### config.mk
export PLATFORM = sky130hd
export DESIGN_NAME = instr_mem_loadable
export DESIGN_NICKNAME = d
export VERILOG_FILES = /design/src/rtl/instr_mem_loadable.sv
export SDC_FILE = /design/constraint.sdc
export NUM_CORES = 1
export LEC_CHECK = 0
export ABC_AREA = 1
export BUFFER_PORTS_ARGS = -buffer_cell sky130_fd_sc_hd__buf_2
export CAP_MARGIN = 20
export CORE_UTILIZATION = 60
export CTS_CLUSTER_SIZE = 14
export DETAILED_ROUTE_END_ITERATION = 8
export GPL_TIMING_DRIVEN = 0
export PLACE_DENSITY = 0.9
export REMOVE_ABC_BUFFERS = 1
export SYNTH_ARGS = -nofsm -noshare
export SYNTH_HDL_FRONTEND = slang
export SYNTH_SLANG_ARGS = --single-unit
### constraint.sdc
create_clock -name clk -period 2.2 [get_ports clk]
set_input_delay 0.55 -clock clk [delete_from_list [all_inputs] [get_ports clk]]
set_output_delay 0.55 -clock clk [all_outputs]
set_load 0.03 [all_outputs]
### src/rtl/instr_mem_loadable.sv
// Host-loadable instruction memory: a valid/ready load port fills the array, then the fetch
// stage reads it through a registered request/response port with misalign/bounds faults.
module instr_mem_loadable #(
    parameter int unsigned INST_WIDTH = 16,
    parameter int unsigned DEPTH      = 16,
    parameter int unsigned ADDR_WIDTH = 5
) (
    input  logic                           clk,
    input  logic                           reset,
    input  logic                           load_start,
    input  logic                           load_valid,
    input  logic [INST_WIDTH-1:0]          load_data,
    input  logic                           load_last,
    output logic                           load_ready,
    output logic                           load_done,
    output logic [$clog2(DEPTH+1)-1:0]     prog_len,
    input  logic                           fetch_req,
    input  logic [ADDR_WIDTH-1:0]          fetch_addr,
    output logic                           fetch_ready,
    output logic                           fetch_valid,
    output logic [INST_WIDTH-1:0]          fetch_inst,
    output logic                           fetch_fault
);

    localparam int unsigned ALIGN_BITS = $clog2(INST_WIDTH / 8);
    localparam int unsigned IDX_W      = $clog2(DEPTH);
    localparam int unsigned CNT_W      = $clog2(DEPTH + 1);
    localparam logic [ADDR_WIDTH-1:0] ALIGN_MASK = ADDR_WIDTH'((1 << ALIGN_BITS) - 1);

    typedef enum logic [1:0] {StEmpty, StLoad, StRun} state_e;

    state_e                 state_q, state_d;
    logic [INST_WIDTH-1:0]  mem [DEPTH];
    logic [IDX_W-1:0]       wptr_q;
    logic [CNT_W-1:0]       prog_len_q;
    logic                   load_done_q;
    logic                   fetch_valid_q;
    logic                   fetch_fault_q;
    logic [INST_WIDTH-1:0]  fetch_inst_q;

    logic                   load_acc;
    logic                   load_fin;
    logic                   fetch_acc;
    logic                   fetch_bad;
    logic [31:0]            fetch_idx;

    assign load_acc  = load_valid & load_ready;
    // The last array slot ends the load even without load_last, so writes never wrap.
    assign load_fin  = load_acc & (load_last | (wptr_q == IDX_W'(DEPTH - 1)));
    assign fetch_acc = fetch_req & fetch_ready;

    always_comb begin
        fetch_idx = 32'(fetch_addr) >> ALIGN_BITS;
        fetch_bad = ((fetch_addr & ALIGN_MASK) != '0) || (fetch_idx >= 32'(prog_len_q));
    end

    always_ff @(posedge clk or posedge reset) begin
        if (reset) begin
            state_q <= StEmpty;
        end else begin
            state_q <= state_d;
        end
    end

    always_comb begin
        state_d = state_q;
        case (state_q)
            StEmpty: if (load_start) state_d = StLoad;
            StLoad:  if (!load_start && load_fin) state_d = StRun;
            StRun:   if (load_start) state_d = StLoad;
            default: state_d = StEmpty;
        endcase
    end

    // Readiness depends only on state and load_start, never on the requester's valid.
    always_comb begin
        load_ready  = (state_q == StLoad) && !load_start;
        fetch_ready = (state_q == StRun) && !load_start;
    end

    always_ff @(posedge clk) begin
        if (load_acc) begin
            mem[wptr_q] <= load_data;
        end
    end

    always_ff @(posedge clk or posedge reset) begin
        if (reset) begin
            wptr_q        <= '0;
            prog_len_q    <= '0;
            load_done_q   <= 1'b0;
            fetch_valid_q <= 1'b0;
            fetch_fault_q <= 1'b0;
            fetch_inst_q  <= '0;
        end else begin
            load_done_q   <= load_fin;
            fetch_valid_q <= fetch_acc;
            if (load_start) begin
                wptr_q     <= '0;
                prog_len_q <= '0;
            end else if (load_acc) begin
                wptr_q <= wptr_q + IDX_W'(1);
                if (load_fin) begin
                    prog_len_q <= CNT_W'(wptr_q) + CNT_W'(1);
                end
            end
            if (fetch_acc) begin
                fetch_fault_q <= fetch_bad;
                fetch_inst_q  <= fetch_bad ? '0 : mem[fetch_idx[IDX_W-1:0]];
            end
        end
    end

    assign load_done   = load_done_q;
    assign prog_len    = prog_len_q;
    assign fetch_valid = fetch_valid_q;
    assign fetch_fault = fetch_fault_q;
    assign fetch_inst  = fetch_inst_q;

endmodule

==> key figures <==
Detailed routing
  – Drt pass-1 iters: 7
  – Initial DRC count: around 1800
  – Final wirelength: roughly 33000 um
  – DRT antenna net count: 0
  – Wire per inst: 25.3 um
  – DR vias: approximately 8600
  – # DRC: 0
  – DR vias/cell: 6.61

Yosys
  – Post-synth EDFFs: about 260
  – Yosys top cell area share: ~67%
  – Synth area leader: edfxtp_1
  – Top FF cell, synth: edfxtp_1
  – Synth warn: 0
  – Synth cell types: 24
  – Syn Area/Cell: 11.9 um^2
  – Most frequent cell after synthesis: nand2_1
  – Main area contributors after synthesis: edfxtp_1 (67%), nand3_1 (11%), nand2_1 (10%)
  – Commonest cells in the netlist: nand2_1 (309), edfxtp_1 (256), nand3_1 (242), buf_2 (35), dfrtp_1 (30)
  – Gate Count Post-Synth: a little under 1000
  – Flops & latches, synth: approximately 290
  – Seq/Total Area, Yosys: 73.2%
  – Netlist Area Pre-Place: ~12000 um^2
  – Async S/R FF share, synth: about a tenth

Worst setup path
  – Buf/Inv on CP: 3
  – Worst Path Required: 2420 ps
  – Crit path DAT: 2590 ps
  – CP max stage cell: nor2_2
  – Worst path max stage delay: just over 600 ps
  – Max FO, Critical Path: 10
  – Crit end category: flip-flop
  – Element type at the critical path start: flip-flop
  – Critical path's top delay family: simple AND/OR/NAND/NOR gates
  – Crit-path cells: inv_1 > nand2_1 > nor2_2 > nand2_2 > inv_2 > nand2_1 > nor2_2 > buf_8
  – Setup CP Type: reg2reg

Timing
  – Final period util: 107%
  – Worst slew margin: roughly a third
  – RSZ-0062 raised after global routing: true
  – Final number of hold-violating endpoints: 0
  – Fmax: between 0.4 and 0.5 GHz
  – Max-slew violation count: 0
  – Worst slew pin tran: 983 ps
  – Layout Skew: 17.9 ps
  – Period minus WS final: 2360 ps
  – Worst Slack Setup Final: -163 ps
  – Final setup vio count: 46

Global routing
  – Gr usage total: 31.0%
  – Vias in the first global route: ~8100
  – Remaining Overflow, GRT: 0
  – Initial antenna violation count: 0
  – First-pass GRT wire length: 45100 um
  – Met2 usage: 51.1%
  – Met3 Usage GRT: between 4 and 5%
  – Largest net degree at the start of global routing: between 60 and 70
  – GRT Max-Usage Layer: met2
  – Met1 usage: 39.7%

Clocking
  – TritonCTS clock tree: yes
  – CTS Hold Bufs: 0
  – Clock root cell: clkbuf_16
  – Clock latency on the worst-skew pair: ~530 ps
  – Clock Path Buffers: 3
  – Clock transition at the registers of the reported paths: about 60 ps
  – # H-tree levels: 1
  – Clk sinks: about 290
  – CTS Buf Count: 27

Layout
  – Non-Filler Instances: roughly 1300
  – Layout cell share with drive strength beyond 1: between 15 and 20%
  – Nets: 1076
  – Final instance area: 13500 um^2
  – Area Overhead vs Synth: 17.4%
  – FILL cells: roughly 1100

Die
  – Io pins: between 50 and 60
  – Die area: 19800 um^2
  – Die X: roughly 140 um
  – Core area: ~19000 um^2
  – Die H: 141 um
  – Initial Utilization: 61.4%
  – Cell Rows: 50

Place
  – Placed cell count: 1227
  – Buffers on Ports: 52
  – RePlAce Congestion: a little under 0.9
  – Placed Area: 12300 um^2
  – DPL Wire Length: approximately 16000 um

Power
  – Comb pwr share: slightly above 9%
  – Switching portion of total power: a little under a quarter
  – Register share of total power: about half
  – Net switching power: approximately 2.9 mW
  – Max VDD drop: 756 uV
  – Total Power: approximately 12 mW
  – Leak: ~5.2 nW
  – Pwr/cell area: slightly below 900 nW/um^2
  – Clock power frac: 39.7%
  – Pint: just over 9 mW

Outcome
  – Failing checks: setup timing
  – Outcome: finished with violations

Run
  – MaxCap Viol Count: 0

Hold path
  – Hold Path Class: in2async
[power by group through the flow]
stage          Sequential [mW]  Clock [mW]  Combinational [mW]
2_1_floorplan             6.35           0               0.416
3_3_place_gp              6.24           0               0.872
3_5_place_dp              6.25           0               0.952
4_1_cts                   6.14        4.68                1.00
5_1_grt                   6.15        4.93                1.15
6_report                  6.14        4.76                1.10
[kinds of logic after synthesis]
kind of cell	after synthesis	share of synthesized area, %
buffers and inverters	82	3.15
AND/OR/NAND/NOR	581	22.1
flip-flops	286	73.2
AO/OA/AOI/OAI	16	0.749
adder cells (fa/ha/maj)	8	0.868
[path summary, 6_finish.rpt]
path | start | end | slack (ps) | depth (start not counted)
min in group clk | load_valid | wptr_q[0]$_DFFE_PP0P_ | 370 | 3
worst max register to register | state_q[1]$_DFFE_PP0P_ | mem[12][6]$_DFFE_PP_ | -160 | 8
worst min-delay path | reset | prog_len[4]$_DFFE_PP0P_ | 150 | 2
worst max-delay path | state_q[1]$_DFFE_PP0P_ | mem[12][6]$_DFFE_PP_ | -160 | 8
worst min register to register | fetch_inst[5]$_DFFE_PP0P_ | fetch_inst[5]$_DFFE_PP0P_ | 480 | 2
max in group asynchronous | reset | fetch_inst[3]$_DFFE_PP0P_ | 1480 | 3
[layout by cell type (no fill, tap or decap), drive strengths merged]
cell	n
o22ai	2
diode	1
dfrtp	30
nor3	1
bufbuf	2
clkinv	7
or2	1
nand3	242
clkbuf	43
nand2	313
a21oi	3
nand4	1
ha	8
nor2	23
bufinv	3
edfxtp	256
buf	85
inv	27
clkinvlp	3
o21ai	11
[stage by stage]
step                      util (%)  setup TNS (ps)  setup slack, ps  hold WS [ps]
after CTS                     71.0           -3320             -103           165
after floorplan                  -          -51080            -1350           496
after global placement        63.0         -292660            -5220           459
final                         72.2           -6070             -163           150
after detailed placement      65.3          -40370            -1290           464
after global routing          72.1          -10730             -229           218
[cell type report]
class | count | area, um^2 | share of cell area, %
antenna | 1 | 2.50 | 0.0185
clock buffer | 39 | 761 | 5.62
clock inverter | 10 | 129 | 0.952
inverter | 29 | 143 | 1.05
multi-input combinational | 605 | 2820 | 20.8
sequential | 286 | 8440 | 62.3
tap | 234 | 293 | 2.16
timing repair buffer | 91 | 950 | 7.01
timing repair inverter | 1 | 11.3 | 0.0831
[flip-flops by register name, summed over array words and instances (netlist names)]
signal	cells
fetch_inst	16
fetch_fault	1
load_done	1
fetch_valid	1
wptr_q	4
mem	256
state_q	2
prog_len	5
[routing by layer]
| layer | up-vias | part of all wire (%) | routed length (um) |
|---|---|---|---|
| met4 | 0 | 6.3 | 2080 |
| met5 | - | 0 | 0 |
| met2 | 872 | 47 | 15500 |
| met1 | 3931 | 31 | 10300 |
| li1 | 3539 | - | - |
| met3 | 223 | 15 | 4930 |
[timing repair]
| item | CTS | global route |
|---|---|---|
| setup buffers | 4 | 9 |
| cloned | 2 | 4 |
| gates resized for setup | 14 | 9 |
| endpoints found under the setup margin | 111 | 158 |
| pin swaps | 1 | 4 |
Note: power is estimated with default switching activity, not from simulation.
